[config.mk]
export PLATFORM = sky130hd
export DESIGN_NAME = rtc_access_sched
export DESIGN_NICKNAME = d
export VERILOG_FILES = /design/src/rtl/rtc_sched_pkg.sv /design/src/rtl/rtc_poll_timer.sv /design/src/rtl/rtc_access_sched.sv
export SDC_FILE = /design/constraint.sdc
export NUM_CORES = 1
export LEC_CHECK = 0
export BUFFER_PORTS_ARGS = -buffer_cell sky130_fd_sc_hd__buf_4
export CAP_MARGIN = 20
export CORE_MARGIN = 5
export CORE_UTILIZATION = 45
export CTS_BUF_LIST = sky130_fd_sc_hd__clkbuf_4 sky130_fd_sc_hd__clkbuf_8
export DETAILED_ROUTE_END_ITERATION = 8
export PLACE_DENSITY = 0.68
export SYNTH_ARGS = -nofsm -noshare
export SYNTH_HDL_FRONTEND = slang
export SYNTH_SLANG_ARGS = --single-unit
[constraint.sdc]
create_clock -name clk -period 2.9 [get_ports clk]
set_clock_uncertainty 0.15 [all_clocks]
set_input_delay 0.145 -clock clk [delete_from_list [all_inputs] [get_ports clk]]
set_output_delay 0.145 -clock clk [all_outputs]
set_load 0.02 [all_outputs]
[src/rtl/rtc_sched_pkg.sv]
// rtl/rtc_sched_pkg.sv - shared types and constants for the RTC access scheduler.
package rtc_sched_pkg;

   typedef enum logic [1:0] {
      ST_IDLE,
      ST_ISSUE,
      ST_WAIT,
      ST_DONE
   } state_e;

   typedef enum logic [1:0] {
      REQ_TIME,
      REQ_DATE,
      REQ_TIMER,
      REQ_POLL
   } req_id_e;

   localparam logic [7:0] DEF_TIME_BASE  = 8'h21;
   localparam logic [7:0] DEF_DATE_BASE  = 8'h24;
   localparam logic [7:0] DEF_TIMER_BASE = 8'h41;

   localparam logic [2:0] BEATS_WR = 3'd3;
   localparam logic [2:0] BEATS_RD = 3'd6;

endpackage

[src/rtl/rtc_poll_timer.sv]
// rtl/rtc_poll_timer.sv - free-running POLL_DIV divider, one-cycle tick at wrap.
module rtc_poll_timer #(
   parameter int unsigned POLL_DIV = 100000
) (
   input  logic clk_i,
   input  logic rst_ni,
   output logic tick_o
);

   localparam int unsigned CW = (POLL_DIV > 2) ? $clog2(POLL_DIV) : 1;
   localparam logic [CW-1:0] LAST = CW'(POLL_DIV - 1);

   logic [CW-1:0] cnt_q, cnt_d;

   always_comb begin
      cnt_d = (cnt_q == LAST) ? '0 : cnt_q + 1'b1;
   end

   always_ff @(posedge clk_i or negedge rst_ni) begin
      if (!rst_ni) begin
         cnt_q <= '0;
      end else begin
         cnt_q <= cnt_d;
      end
   end

   assign tick_o = (cnt_q == LAST);

endmodule

[src/rtl/rtc_access_sched.sv]
// rtl/rtc_access_sched.sv - serialises time/date/timer write bursts and read polls onto the RTC bus.
// Define RTC_BUS_TIMEOUT_EN to enable the WAIT watchdog and the bus_err pulse.
module rtc_access_sched
   import rtc_sched_pkg::*;
#(
   parameter int unsigned POLL_DIV   = 100000,
   parameter logic [7:0]  TIME_BASE  = DEF_TIME_BASE,
   parameter logic [7:0]  DATE_BASE  = DEF_DATE_BASE,
   parameter logic [7:0]  TIMER_BASE = DEF_TIMER_BASE,
   parameter int unsigned TIMEOUT    = 255
) (
   input  logic        clk,
   input  logic        reset,
   input  logic        en,
   input  logic        wr_time_req,
   input  logic [23:0] wr_time_data,
   output logic        wr_time_ack,
   input  logic        wr_date_req,
   input  logic [23:0] wr_date_data,
   output logic        wr_date_ack,
   input  logic        wr_timer_req,
   input  logic [23:0] wr_timer_data,
   output logic        wr_timer_ack,
   output logic        bus_req,
   output logic        bus_wr,
   output logic [7:0]  bus_addr,
   output logic [7:0]  bus_wdata,
   input  logic        bus_done,
   input  logic [7:0]  bus_rdata,
   output logic [23:0] time_rd,
   output logic [23:0] date_rd,
   output logic        rd_valid,
   output logic        busy,
   output logic        bus_err
);

   state_e      state_q, state_d;
   req_id_e     id_q, id_d;
   logic [23:0] shadow_q, shadow_d;
   logic [47:0] rshadow_q, rshadow_d;
   logic [2:0]  beat_q, beat_d, beats_q, beats_d;
   logic        poll_pend_q, poll_pend_d;
   logic        lww_q, lww_d;
   logic        bus_req_q, bus_req_d, bus_wr_q, bus_wr_d;
   logic [7:0]  bus_addr_q, bus_addr_d, bus_wdata_q, bus_wdata_d;
   logic [23:0] time_rd_q, time_rd_d, date_rd_q, date_rd_d;
   logic        aborted_q, aborted_d;
   logic        tick, is_wr, last_beat, pend_set, pend_clr, done_ok;
   logic [7:0]  beat_addr, beat_byte;

`ifdef RTC_BUS_TIMEOUT_EN
   logic [7:0]  wd_q, wd_d;
`else
   logic [7:0]  unused_timeout;
   assign unused_timeout = 8'(TIMEOUT);
`endif

   rtc_poll_timer #(.POLL_DIV(POLL_DIV)) u_poll_timer (
      .clk_i  (clk),
      .rst_ni (reset),
      .tick_o (tick)
   );

   assign is_wr     = (id_q != REQ_POLL);
   assign last_beat = (beat_q == beats_q - 3'd1);

   // A poll walks the three time registers, then the three date registers.
   always_comb begin
      beat_addr = 8'h00;
      beat_byte = 8'h00;
      if (is_wr) begin
         case (id_q)
            REQ_TIME: beat_addr = TIME_BASE + {5'd0, beat_q};
            REQ_DATE: beat_addr = DATE_BASE + {5'd0, beat_q};
            default:  beat_addr = TIMER_BASE + {5'd0, beat_q};
         endcase
         case (beat_q)
            3'd0:    beat_byte = shadow_q[7:0];
            3'd1:    beat_byte = shadow_q[15:8];
            default: beat_byte = shadow_q[23:16];
         endcase
      end else if (beat_q < 3'd3) begin
         beat_addr = TIME_BASE + {5'd0, beat_q};
      end else begin
         beat_addr = DATE_BASE + {5'd0, beat_q - 3'd3};
      end
   end

   always_comb begin
      state_d     = state_q;
      id_d        = id_q;
      shadow_d    = shadow_q;
      rshadow_d   = rshadow_q;
      beat_d      = beat_q;
      beats_d     = beats_q;
      lww_d       = lww_q;
      bus_req_d   = bus_req_q;
      bus_wr_d    = bus_wr_q;
      bus_addr_d  = bus_addr_q;
      bus_wdata_d = bus_wdata_q;
      time_rd_d   = time_rd_q;
      date_rd_d   = date_rd_q;
      aborted_d   = aborted_q;
      pend_set    = tick;
      pend_clr    = 1'b0;
`ifdef RTC_BUS_TIMEOUT_EN
      wd_d        = wd_q;
`endif
      case (state_q)
         ST_IDLE: begin
            if (en) begin
               state_d   = ST_ISSUE;
               beat_d    = 3'd0;
               beats_d   = BEATS_WR;
               aborted_d = 1'b0;
               // Right after a write, a pending poll jumps the queue so the read-back is prompt.
               if (poll_pend_q && lww_q) begin
                  id_d     = REQ_POLL;
                  beats_d  = BEATS_RD;
                  pend_clr = 1'b1;
               end else if (wr_time_req) begin
                  id_d     = REQ_TIME;
                  shadow_d = wr_time_data;
               end else if (wr_date_req) begin
                  id_d     = REQ_DATE;
                  shadow_d = wr_date_data;
               end else if (wr_timer_req) begin
                  id_d     = REQ_TIMER;
                  shadow_d = wr_timer_data;
               end else if (poll_pend_q) begin
                  id_d     = REQ_POLL;
                  beats_d  = BEATS_RD;
                  pend_clr = 1'b1;
               end else begin
                  state_d  = ST_IDLE;
               end
            end
         end
         ST_ISSUE: begin
            bus_req_d   = 1'b1;
            bus_wr_d    = is_wr;
            bus_addr_d  = beat_addr;
            bus_wdata_d = beat_byte;
            state_d     = ST_WAIT;
`ifdef RTC_BUS_TIMEOUT_EN
            wd_d        = 8'd0;
`endif
         end
         ST_WAIT: begin
            if (bus_done) begin
               bus_req_d = 1'b0;
               if (!is_wr) begin
                  rshadow_d[{beat_q, 3'b000} +: 8] = bus_rdata;
               end
               if (last_beat) begin
                  state_d = ST_DONE;
                  if (!is_wr) begin
                     time_rd_d = rshadow_q[23:0];
                     date_rd_d = {bus_rdata, rshadow_q[39:24]};
                  end
               end else begin
                  beat_d  = beat_q + 3'd1;
                  state_d = ST_ISSUE;
               end
`ifdef RTC_BUS_TIMEOUT_EN
            end else if (wd_q == 8'(TIMEOUT - 1)) begin
               bus_req_d = 1'b0;
               aborted_d = 1'b1;
               state_d   = ST_DONE;
            end else begin
               wd_d = wd_q + 8'd1;
`endif
            end
         end
         default: begin
            lww_d   = is_wr;
            state_d = ST_IDLE;
            // Completed time/date writes want a read-back; an aborted poll must be retried.
            if ((!aborted_q && (id_q == REQ_TIME || id_q == REQ_DATE)) ||
                (aborted_q && id_q == REQ_POLL)) begin
               pend_set = 1'b1;
            end
         end
      endcase
      poll_pend_d = pend_set ? 1'b1 : (pend_clr ? 1'b0 : poll_pend_q);
   end

   always_ff @(posedge clk or negedge reset) begin
      if (!reset) begin
         state_q     <= ST_IDLE;
         id_q        <= REQ_TIME;
         shadow_q    <= '0;
         rshadow_q   <= '0;
         beat_q      <= '0;
         beats_q     <= BEATS_WR;
         poll_pend_q <= 1'b1;
         lww_q       <= 1'b0;
         bus_req_q   <= 1'b0;
         bus_wr_q    <= 1'b0;
         bus_addr_q  <= '0;
         bus_wdata_q <= '0;
         time_rd_q   <= '0;
         date_rd_q   <= '0;
         aborted_q   <= 1'b0;
      end else begin
         state_q     <= state_d;
         id_q        <= id_d;
         shadow_q    <= shadow_d;
         rshadow_q   <= rshadow_d;
         beat_q      <= beat_d;
         beats_q     <= beats_d;
         poll_pend_q <= poll_pend_d;
         lww_q       <= lww_d;
         bus_req_q   <= bus_req_d;
         bus_wr_q    <= bus_wr_d;
         bus_addr_q  <= bus_addr_d;
         bus_wdata_q <= bus_wdata_d;
         time_rd_q   <= time_rd_d;
         date_rd_q   <= date_rd_d;
         aborted_q   <= aborted_d;
      end
   end

`ifdef RTC_BUS_TIMEOUT_EN
   always_ff @(posedge clk or negedge reset) begin
      if (!reset) begin
         wd_q <= 8'd0;
      end else begin
         wd_q <= wd_d;
      end
   end
   assign bus_err = (state_q == ST_DONE) && aborted_q;
`else
   assign bus_err = 1'b0;
`endif

   assign done_ok      = (state_q == ST_DONE) && !aborted_q;
   assign wr_time_ack  = done_ok && (id_q == REQ_TIME);
   assign wr_date_ack  = done_ok && (id_q == REQ_DATE);
   assign wr_timer_ack = done_ok && (id_q == REQ_TIMER);
   assign rd_valid     = done_ok && (id_q == REQ_POLL);
   assign busy         = (state_q != ST_IDLE);
   assign bus_req      = bus_req_q;
   assign bus_wr       = bus_wr_q;
   assign bus_addr     = bus_addr_q;
   assign bus_wdata    = bus_wdata_q;
   assign time_rd      = time_rd_q;
   assign date_rd      = date_rd_q;

endmodule

==> parameters.txt, run 1 <==
Parameter                              Value

Status
  Status ... completed

Drt
  Post-route DRC violation count ... 0
  Routed wire length ... 17000 um
  Met1 Wirelength ... 7150 um
  Top Layer Used ... met4
  Wire length per cell ... 16.4 um
  First-pass iteration count of the detailed router ... 4
  Met2 wire len ... 8920 um
  Routed via count divided by cell count ... 5.05
  Detailed-route via count ... 5259
  Count of antenna-violating nets left after detailed routing ... 0
  Detailed route wirelength on metal3 ... 736 um
  Iteration-0 DRC Markers ... 280

Final layout
  Fill cell count ... 1202
  Layout cells sized above 1 ... 35.3%
  Syn-to-layout area delta ... 34.4%
  Antenna diodes ... 0
  Area used by multi-input combinational logic ... 2940 um2
  Area of all sequential standard cells ... 3910 um2
  Net count of the finished layout ... 910
  Final core occ ... 62.0%
  Non-filler instance count after layout ... 1041

Synth
  Area share of the leading cell type in the synthesized netlist ... 54.7%
  Post-synth top cells ... sky130_fd_sc_hd__dfrtp_1 (154), sky130_fd_sc_hd__mux2_2 (82), sky130_fd_sc_hd__nand2_1 (54)
  Area share of fa/ha/maj cells after synthesis ... 1.07%
  Post-Synthesis Mean Instance Area ... 11.6 um2
  Area share of and/or/nand/nor cells after synthesis ... 11.9%
  Most frequently used flop master after synthesis ... sky130_fd_sc_hd__dfrtp_1
  Top cells by area in the synthesized netlist ... sky130_fd_sc_hd__dfrtp_1 (55%), sky130_fd_sc_hd__mux2_2 (13%), sky130_fd_sc_hd__mux2i_1 (4.8%), sky130_fd_sc_hd__o21ai_0 (2.9%), sky130_fd_sc_hd__nand2_1 (2.9%)
  Number of warning messages in the yosys log ... 0
  Number of synthesized flops with an enable pin ... 0
  Number of synthesized register bits ... 156
  Multiplexer share of the synthesized area ... 17.9%
  Cell with the most instances after synthesis ... sky130_fd_sc_hd__dfrtp_1
  Netlist Area Pre-Place ... 7040 um2
  Area leader, netlist ... sky130_fd_sc_hd__dfrtp_1
  Synth unique cells ... 54
  Proportion of synthesized flip-flops having asynchronous set or reset ... 100%
  Largest family of logic cells by synthesized area ... multiplexers
  Instance count of the mapped netlist ... 608
  Xor/xnor share of the synthesized area ... 1.87%
  Fraction of the mapped netlist area in compound gates ... 8.76%
  Seq/Total Area, Yosys ... 55.5%

Critical path
  WP data required ... 3.08 ns
  Maximum fanout encountered on the critical timing path ... 11
  Type of element launching the critical path ... flip-flop
  Category of the worst setup path capture point ... flip-flop
  Worst reg-to-reg setup slack ... 0.29 ns
  Critical Setup Path Class ... reg2reg
  Data arrival time of the critical path ... 2.79 ns

Clock network
  Root Buffer Master ... sky130_fd_sc_hd__clkbuf_8
  Post-cts repair resize count ... 0
  Count of H-tree levels built during CTS ... 4
  TritonCTS clock tree ... done
  Sink count of the clock tree ... 156
  Maximum count of clock buffers along a single path ... 2
  Insertion delay to the later sink of the worst-skew pair ... 0.44 ns
  Clock-pin transition on the worst setup and hold timing paths ... 0.08 ns
  Post-CTS setup buffers ... 0
  Clock buffers created by TritonCTS ... 17

Global routing
  Vias in the first global route ... 5599
  First-pass GRT wire length ... 28400 um
  GR Util All Layers ... 19.7%
  Number of antenna violations at the first check in global routing ... 0
  Maximum number of pins on one net before global-route repair ... 70
  Total gr overflow ... 0

Placement
  Final weighted congestion in routability-driven placement ... 0.857
  DP HPWL ... 12000 um
  Port buffer count ... 155
  Placed insts ... 950
  Worst slack, placed ... 0.299 ns

Timing
  Setup slack after layout ... 0.291 ns
  Slew at the pin closest to its max-slew limit ... 0.717 ns
  Final-report max-slew violation count ... 0
  Finish-stage setup viols ... 0
  Setup repair after global routing missed its margin ... false
  Setup TNS ... 0 ns
  Final critical-path share of the clock period ... 90.0%
  Post-route minimum period ... 2.61 ns
  Remaining max-slew budget at the tightest pin ... 52.1%
  Final-report hold violation count ... 0
  Maximum clock frequency ... 0.383 GHz

Pwr
  Power density over the cells ... 724 nW/um2
  Leakage ... 4.76 nW
  Peak supply drop ... 0.334 mV

Floorplan
  Top Ports ... 159
  Std-Cell Core Area ... 15300 um2
  Die H ... 135 um
  Row cnt ... 45
  Die area ... 18300 um2
  Chip Width ... 135 um
  Effective utilization at floorplan ... 46.2%

Worst hold path
  Class of the tightest hold or removal check ... in2reg

Flow run
  Max Cap Violations ... 0
what timing repair did:
item,4_1_cts,5_1_grt
hold buffers,59,0
hold endpoints to repair,149,0
setup endpoints to repair,0,0
metal layers:
layer	vias up	global-route usage (%)
met4	0	6.89
met3	14	5.14
li1	2544	-
met1	2580	24.2
met2	121	33.5
met5	-	0
cells in the final DEF (no fill, tap or decap), types with 5 or more instances in the layout:
master / n
sky130_fd_sc_hd__nor3_1: 5
sky130_fd_sc_hd__mux2i_1: 34
sky130_fd_sc_hd__clkbuf_8: 22
sky130_fd_sc_hd__xnor2_1: 9
sky130_fd_sc_hd__xor2_1: 6
sky130_fd_sc_hd__nor2_1: 49
sky130_fd_sc_hd__mux2_2: 82
sky130_fd_sc_hd__nand3_1: 11
sky130_fd_sc_hd__o21ai_0: 41
sky130_fd_sc_hd__and4_1: 8
sky130_fd_sc_hd__a21o_1: 8
sky130_fd_sc_hd__ha_1: 6
sky130_fd_sc_hd__buf_4: 161
sky130_fd_sc_hd__a22o_1: 8
sky130_fd_sc_hd__dfrtp_1: 154
sky130_fd_sc_hd__a21oi_1: 32
sky130_fd_sc_hd__inv_1: 10
sky130_fd_sc_hd__nand4_1: 5
sky130_fd_sc_hd__nand2_1: 54
sky130_fd_sc_hd__dlygate4sd3_1: 59
state kept, by name, summed over array words and instances, names as in the netlist:
signal              cells
state_q                 2
date_rd                24
time_rd                24
bus_req                 1
bus_wr                  1
shadow_q               24
bus_addr                6
beat_q                  3
lww_q                   1
beats_q                 2
id_q                    2
bus_wdata               8
u_poll_timer.cnt_q     17
rshadow_q              40
poll_pend_q             1
final timing paths:
kind	start	endpoint	cells past startpoint
max	beat_q[1]	rshadow_q[18]	7
min	wr_timer_data[5]	shadow_q[5]	5
max reg2reg	beat_q[1]	rshadow_q[18]	7
min reg2reg	rshadow_q[14]	rshadow_q[14]	1
max in group asynchronous	reset	time_rd[1]	3
min in group asynchronous	reset	u_poll_timer.cnt_q[12]	2
cells by family after synthesis:
family	after synthesis
and+or+nand+nor	166
DFF	156
muxes	116
AOI/OAI and AO/OA	103
buffers and inverters	45
xor gates and xnor gates	15
adders and majority gates	6
other	1
area by class of cell:
type	instances	share of cell area (%)
Clock buffer	23	3.28
Timing Repair Buffer	223	19.6
Inverter	10	0.397
Sequential cell	156	41.3
Tap cell	211	2.79
Multi-Input combinational cell	409	31.1
Clock inverter	9	1.64
worst max-delay path, stage by stage (launching register included):
cell                        delay [ns]
sky130_fd_sc_hd__dfrtp_1          0.56
sky130_fd_sc_hd__inv_1            0.14
sky130_fd_sc_hd__ha_1             0.23
sky130_fd_sc_hd__ha_1             0.24
sky130_fd_sc_hd__nor4b_4          0.31
sky130_fd_sc_hd__buf_4            0.22
sky130_fd_sc_hd__o2111ai_2        0.29
sky130_fd_sc_hd__mux2_2           0.36
power breakdown:
part | leakage, nW | internal, mW | switching [mW]
Sequential | 2.09 | 2.64 | 0.336
Combinational | 2.43 | 0.938 | 1.10
Clock | 0.236 | 1.07 | 0.772
Total | 4.76 | 4.64 | 2.21
through the flow:
step	hold slack, ns	total power, mW	area [um2]
finish	0.0247	6.85	9470
CTS	0.00841	6.92	9470
global route	0.0399	7.28	9470
detailed placement	0.0441	4.98	8410
floorplan	-0.301	4.18	7050
global placement	0.0278	4.89	8410
(Power assumes the default switching activity.)
==> run 2: changes to the inputs <==
--- a/config.mk
+++ b/config.mk
@@ -7,7 +7,6 @@
 export LEC_CHECK = 0
 export BUFFER_PORTS_ARGS = -buffer_cell sky130_fd_sc_hd__buf_4
 export CAP_MARGIN = 20
-export CORE_MARGIN = 5
 export CORE_UTILIZATION = 45
 export CTS_BUF_LIST = sky130_fd_sc_hd__clkbuf_4 sky130_fd_sc_hd__clkbuf_8
 export DETAILED_ROUTE_END_ITERATION = 8
==> parameters.txt, run 2 (synthesized netlist as in run 1, its figures left out) <==
Parameter                              Value

Critical path
  Cell Chain, Critical Path ... inv_1 > ha_1 > nor4b_4 > nor3b_4 > mux2_2
  Maximum fanout encountered on the critical timing path ... 10 (-1)
  WP data required ... 3.07 ns (about the same)
  Reg2Reg Launch Point ... beat_q[2]
  Data arrival time of the critical path ... 2.65 ns (-0.14 ns)
  Capture point of the worst reg-to-reg path ... rshadow_q[30]
  Slowest CP cell ... sky130_fd_sc_hd__dfrtp_1
  Worst reg-to-reg setup slack ... 0.42 ns (+0.13 ns)
  Longest individual stage delay on the worst path ... 0.56 ns (about the same)
  Count of cells along the worst register-to-register path ... 5 (-2)
  Type of element launching the critical path ... flip-flop
  Timing endpoint of the critical path ... rshadow_q[30]
  Worst setup path startpoint ... beat_q[2]
  Category of the worst setup path capture point ... flip-flop
  Critical Setup Path Class ... reg2reg

Timing
  Maximum clock frequency ... 0.404 GHz (+5.3%)
  Final-report max-slew violation count ... 0 (unchanged)
  Finish-stage setup viols ... 0 (unchanged)
  Slew at the pin closest to its max-slew limit ... 0.810 ns (+0.0933 ns)
  Final critical-path share of the clock period ... 85.5% (-4.5 points)
  Setup TNS ... 0 ns (unchanged)
  Final-report hold violation count ... 0 (unchanged)
  Setup repair after global routing missed its margin ... false
  Remaining max-slew budget at the tightest pin ... 45.9% (-6.2 points)
  Post-route minimum period ... 2.48 ns (-0.131 ns)

Final layout
  Most common library cell in the layout ignoring fill and taps ... sky130_fd_sc_hd__buf_4
  Commonest non-fill, non-tap cells in the layout ... sky130_fd_sc_hd__buf_4 (164), sky130_fd_sc_hd__dfrtp_1 (154), sky130_fd_sc_hd__mux2_2 (82), sky130_fd_sc_hd__dlygate4sd3_1 (60), sky130_fd_sc_hd__nand2_1 (54)
  Antenna diodes ... 0 (unchanged)
  Net count of the finished layout ... 913 (+0.33%)
  Syn-to-layout area delta ... 34.1%
  Max reg flops ... 40 (unchanged)
  Layout cells sized above 1 ... 35.3% (+0.035 points)
  Non-filler instance count after layout ... 1043 (+0.19%)
  Register with the highest flop count ... rshadow_q

Placement
  Placed insts ... 952 (+0.21%)
  Port buffer count ... 155 (unchanged)
  DP HPWL ... 11500 um (-4.5%)
  Final weighted congestion in routability-driven placement ... 0.820 (-4.3%)

Drt
  Detailed-route via count ... 5344 (+1.6%)
  First-pass iteration count of the detailed router ... 4 (unchanged)
  Routed via count divided by cell count ... 5.12 (+1.4%)
  Post-route DRC violation count ... 0 (unchanged)
  Wire length per cell ... 16.0 um (-2.4%)
  Count of antenna-violating nets left after detailed routing ... 0 (unchanged)
  Iteration-0 DRC Markers ... 207 (-26%)
  Routed wire length ... 16600 um (-2.2%)

Pwr
  Overall power of the completed layout ... 6.79 mW (-0.90%)
  Leakage ... 4.75 nW (-0.20%)
  Power density over the cells ... 719 nW/um2 (-0.69%)
  Peak supply drop ... 0.399 mV (+20%)

Flow run
  Max Cap Violations ... 0 (unchanged)

Clock network
  Post-cts repair resize count ... 0 (unchanged)
  Sink count of the clock tree ... 156 (unchanged)
  Clock-pin transition on the worst setup and hold timing paths ... 0.08 ns (about the same)
  Maximum count of clock buffers along a single path ... 2 (unchanged)
  TritonCTS clock tree ... done
  Count of H-tree levels built during CTS ... 4 (unchanged)
  Clock buffers created by TritonCTS ... 17 (unchanged)
  Insertion delay to the later sink of the worst-skew pair ... 0.44 ns (about the same)
  Root Buffer Master ... sky130_fd_sc_hd__clkbuf_8

Floorplan
  Die H ... 127 um (-5.9%)
  Effective utilization at floorplan ... 46.2% (unchanged)
  Row cnt ... 45 (unchanged)
  Std-Cell Core Area ... 15300 um2 (unchanged)
  Top Ports ... 159 (unchanged)
  Chip Width ... 127 um (-5.9%)
  Die area ... 16200 um2 (-11%)

Global routing
  Maximum number of pins on one net before global-route repair ... 79 (+13%)
  First-pass GRT wire length ... 27600 um (-2.8%)
  Total gr overflow ... 0 (unchanged)
  Vias in the first global route ... 5566 (-0.59%)
  Number of antenna violations at the first check in global routing ... 0 (unchanged)
  GR Util All Layers ... 22.0% (+2.4 points)

Status
  Status ... completed

Worst hold path
  Class of the tightest hold or removal check ... in2reg
## run 2: area by class of cell
| class | instances | area [um2] |
|---|---|---|
| Timing Repair Buffer | 226 | 1860 |
| Fill cell | 1211 | 5810 |
| Clock buffer | 21 | 270 |
| Multi-Input combinational cell | 409 | 2940 |
| Tap cell | 211 | 264 |
| Sequential cell | 156 | 3910 |
| Inverter | 10 | 37.5 |
| Clock inverter | 10 | 163 |
## run 2: worst max-delay path: cells and delay by family (launching register included)
family	cells	cell delay, ns
adders and majority gates	1	0.29
buffers and inverters	1	0.17
DFF	1	0.56
muxes	1	0.40
and+or+nand+nor	2	0.80
## run 2: through the flow
step	utilization (%)	setup slack (ns)	hold WS, ns	instance area [um2]
4_1_cts	61.9	0.427	0.0144	9450
3_3_place_gp	55.1	0.535	0.0657	8410
2_1_floorplan	-	0.470	-0.301	7050
6_report	61.9	0.422	0.0257	9450
3_5_place_dp	55.1	0.451	0.0744	8410
5_1_grt	61.9	0.268	0.0861	9450
## run 2: how the worst min path moves through the flow
stage / startpoint / cells after the start / endpoint / slack [ns]
after floorplan: reset / 0 / beat_q[0] / -0.30
after global placement: reset / 1 / bus_req / 0.07
final: wr_timer_data[21] / 5 / shadow_q[21] / 0.03
after CTS: wr_timer_data[21] / 5 / shadow_q[21] / 0.01
after global routing: wr_timer_data[21] / 5 / shadow_q[21] / 0.09
after detailed placement: reset / 1 / bus_req / 0.07
## run 2: routing by layer
metal  global-route usage [%]  vias to the layer above  wire length [um]
met4                     7.28                        0               199
met5                        0                        -                 0
li1                         -                     2549                 -
met3                     5.57                       12               650
met1                     26.7                     2641              7100
met2                     38.4                      142              8700
## run 2: power breakdown
group	switching [mW]	total [mW]	internal, mW
combinational	1.11	2.05	0.943
clock	0.777	1.76	0.988
sequential	0.335	2.97	2.64
## run 2: what timing repair did
action / in CTS / in global routing
buffers inserted: 0 / 0
hold buffers: 60 / 0
endpoints found under the hold margin: 155 / 0
==> run 3: changes to the inputs <==
==> constraint.sdc (replaced) <==
create_clock -name clk -period 2.4 [get_ports clk]
set_clock_uncertainty 0.15 [all_clocks]
set_input_delay 0.12 -clock clk [delete_from_list [all_inputs] [get_ports clk]]
set_output_delay 0.12 -clock clk [all_outputs]
set_load 0.02 [all_outputs]
==> parameters.txt, run 3 (synthesized netlist as in run 1, its figures left out) <==
Parameter                              Value

Critical path
  Type of element launching the critical path ... flip-flop
  Critical Setup Path Class ... reg2reg
  Count of cells along the worst register-to-register path ... 7 (+2)
  Maximum fanout encountered on the critical timing path ... 11 (+1)
  WP data required ... 2.58 ns (-0.49 ns)
  Data arrival time of the critical path ... 2.39 ns (-0.26 ns)
  Category of the worst setup path capture point ... flip-flop

Floorplan
  Die H ... 127 um (unchanged)
  Effective utilization at floorplan ... 46.2% (unchanged)
  Die area ... 16200 um2 (unchanged)
  Std-Cell Core Area ... 15300 um2 (unchanged)
  Row cnt ... 45 (unchanged)
  Top Ports ... 159 (unchanged)
  Chip Width ... 127 um (unchanged)

Timing
  Finish-stage setup viols ... 0 (unchanged)
  Final critical-path share of the clock period ... 92.2% (+6.8 points)
  Final-report hold violation count ... 0 (unchanged)
  Maximum clock frequency ... 0.452 GHz (+12%)
  Remaining max-slew budget at the tightest pin ... 61.3% (+15 points)
  Post-route minimum period ... 2.21 ns (-0.265 ns)
  Setup repair after global routing missed its margin ... false
  Final-report max-slew violation count ... 0 (unchanged)
  Setup TNS ... 0 ns (unchanged)
  Setup slack after layout ... 0.187 ns (-0.235 ns)
  Slew at the pin closest to its max-slew limit ... 0.578 ns (-0.232 ns)

Clock network
  Count of H-tree levels built during CTS ... 4 (unchanged)
  Maximum count of clock buffers along a single path ... 2 (unchanged)
  Insertion delay to the later sink of the worst-skew pair ... 0.45 ns (about the same)
  TritonCTS clock tree ... done
  Clock buffers created by TritonCTS ... 17 (unchanged)
  Root Buffer Master ... sky130_fd_sc_hd__clkbuf_8
  Clock-pin transition on the worst setup and hold timing paths ... 0.08 ns (about the same)
  Sink count of the clock tree ... 156 (unchanged)

Drt
  First-pass iteration count of the detailed router ... 4 (unchanged)
  Routed via count divided by cell count ... 5.10 (-0.40%)
  Post-route DRC violation count ... 0 (unchanged)
  Routed wire length ... 16200 um (-2.8%)
  Count of antenna-violating nets left after detailed routing ... 0 (unchanged)
  Wire length per cell ... 15.3 um (-3.9%)
  Iteration-0 DRC Markers ... 212 (+2.4%)
  Detailed-route via count ... 5379 (+0.65%)

Global routing
  First-pass GRT wire length ... 26400 um (-4.4%)
  Maximum number of pins on one net before global-route repair ... 82 (+3.8%)
  Total gr overflow ... 0 (unchanged)
  GR Util All Layers ... 21.0% (-1.0 points)
  Vias in the first global route ... 5444 (-2.2%)
  Number of antenna violations at the first check in global routing ... 0 (unchanged)

Final layout
  Antenna diodes ... 0 (unchanged)
  Max reg flops ... 40 (unchanged)
  Syn-to-layout area delta ... 35.4%
  Most common library cell in the layout ignoring fill and taps ... sky130_fd_sc_hd__buf_4
  Non-filler instance count after layout ... 1054 (+1.1%)
  Register with the highest flop count ... rshadow_q
  Fill cell count ... 1193 (-1.5%)
  Net count of the finished layout ... 925 (+1.3%)
  Commonest non-fill, non-tap cells in the layout ... sky130_fd_sc_hd__buf_4 (170), sky130_fd_sc_hd__dfrtp_1 (154), sky130_fd_sc_hd__mux2_2 (82), sky130_fd_sc_hd__dlygate4sd3_1 (63), sky130_fd_sc_hd__nand2_1 (54)
  Final design area excluding fillers ... 9530 um2 (+0.93%)
  Layout cells sized above 1 ... 36.1% (+0.73 points)

Pwr
  Power density over the cells ... 837 nW/um2 (+16%)
  Leakage ... 4.78 nW (+0.74%)
  Peak supply drop ... 0.428 mV (+7.3%)

Placement
  Placed insts ... 959 (+0.74%)
  Worst slack, placed ... 0.0992 ns (-0.351 ns)
  Total placed instance area ... 8480 um2 (+0.77%)
  Final weighted congestion in routability-driven placement ... 0.820 (about the same)
  Port buffer count ... 155 (unchanged)
  DP HPWL ... 11200 um (-2.1%)

Status
  Status ... completed

Flow run
  Max Cap Violations ... 0 (unchanged)

Worst hold path
  Class of the tightest hold or removal check ... in2async
[run 3: changes by cell type in the layout (fill, tap and decap cells not counted), moves of 2 or more]
| cell | delta |
|---|---|
| sky130_fd_sc_hd__buf_4 | +6 |
| sky130_fd_sc_hd__clkbuf_8 | +2 |
| sky130_fd_sc_hd__dlygate4sd3_1 | +3 |
| sky130_fd_sc_hd__bufinv_16 | -3 |
| sky130_fd_sc_hd__clkbuf_4 | -2 |
| sky130_fd_sc_hd__buf_12 | +3 |
[run 3: where the power goes]
part	switching [mW]	leakage (nW)	internal [mW]
clock	0.937	0.184	0.906
sequential	0.335	2.09	3.19
combinational	1.40	2.51	1.22
[run 3: through the flow]
stage | utilization, % | hold slack (ns) | power (mW)
2_1_floorplan | - | -0.326 | 5.06
3_3_place_gp | 55.6 | -0.126 | 5.97
3_5_place_dp | 55.6 | -0.122 | 6.06
4_1_cts | 62.3 | 0.0539 | 8.04
5_1_grt | 62.5 | 0.0654 | 8.48
6_report | 62.5 | 0.0744 | 7.98
[run 3: cell type report]
type,instances,area [um2],share of cell area [%]
flip-flops and latches,156,3910,41.0
multi-input cells,409,2960,31.0
repair buffers,238,2000,21.0
clock buffers,21,283,2.97
well taps,211,264,2.77
clock inverters,9,88.8,0.932
inverters,10,37.5,0.394
[run 3: routing by layer]
metal | routed length [um] | track usage (%) | up-vias
li1 | - | - | 2574
met1 | 6870 | 25.4 | 2630
met2 | 8230 | 36.5 | 147
met3 | 719 | 5.03 | 28
met4 | 356 | 7.98 | 0
met5 | 0 | 0 | -
[run 3: what timing repair did]
item	in CTS	in global routing
endpoints found under the setup margin	0	19
buffers inserted	0	1
gates resized for setup	0	2
hold endpoints to repair	237	0
hold buffers	64	0
[run 3: final timing paths]
kind | end | slack (ns) | start
min in group clk | id_q[0] | 0.11 | wr_time_req
worst min register to register | rshadow_q[11] | 0.33 | rshadow_q[11]
worst max register to register | rshadow_q[32] | 0.19 | beat_q[1]
max in group asynchronous | rshadow_q[14] | 1.48 | reset
worst max-delay path | rshadow_q[32] | 0.19 | beat_q[1]
worst min-delay path | poll_pend_q | 0.07 | reset
[run 3: worst max-delay path, stage by stage, from the launching register on]
cell and delay (ns):
sky130_fd_sc_hd__dfrtp_1 0.35, sky130_fd_sc_hd__inv_1 0.07, sky130_fd_sc_hd__ha_1 0.20, sky130_fd_sc_hd__ha_1 0.24
sky130_fd_sc_hd__nor4b_4 0.31, sky130_fd_sc_hd__buf_4 0.23, sky130_fd_sc_hd__o211ai_2 0.22, sky130_fd_sc_hd__mux2_2 0.33
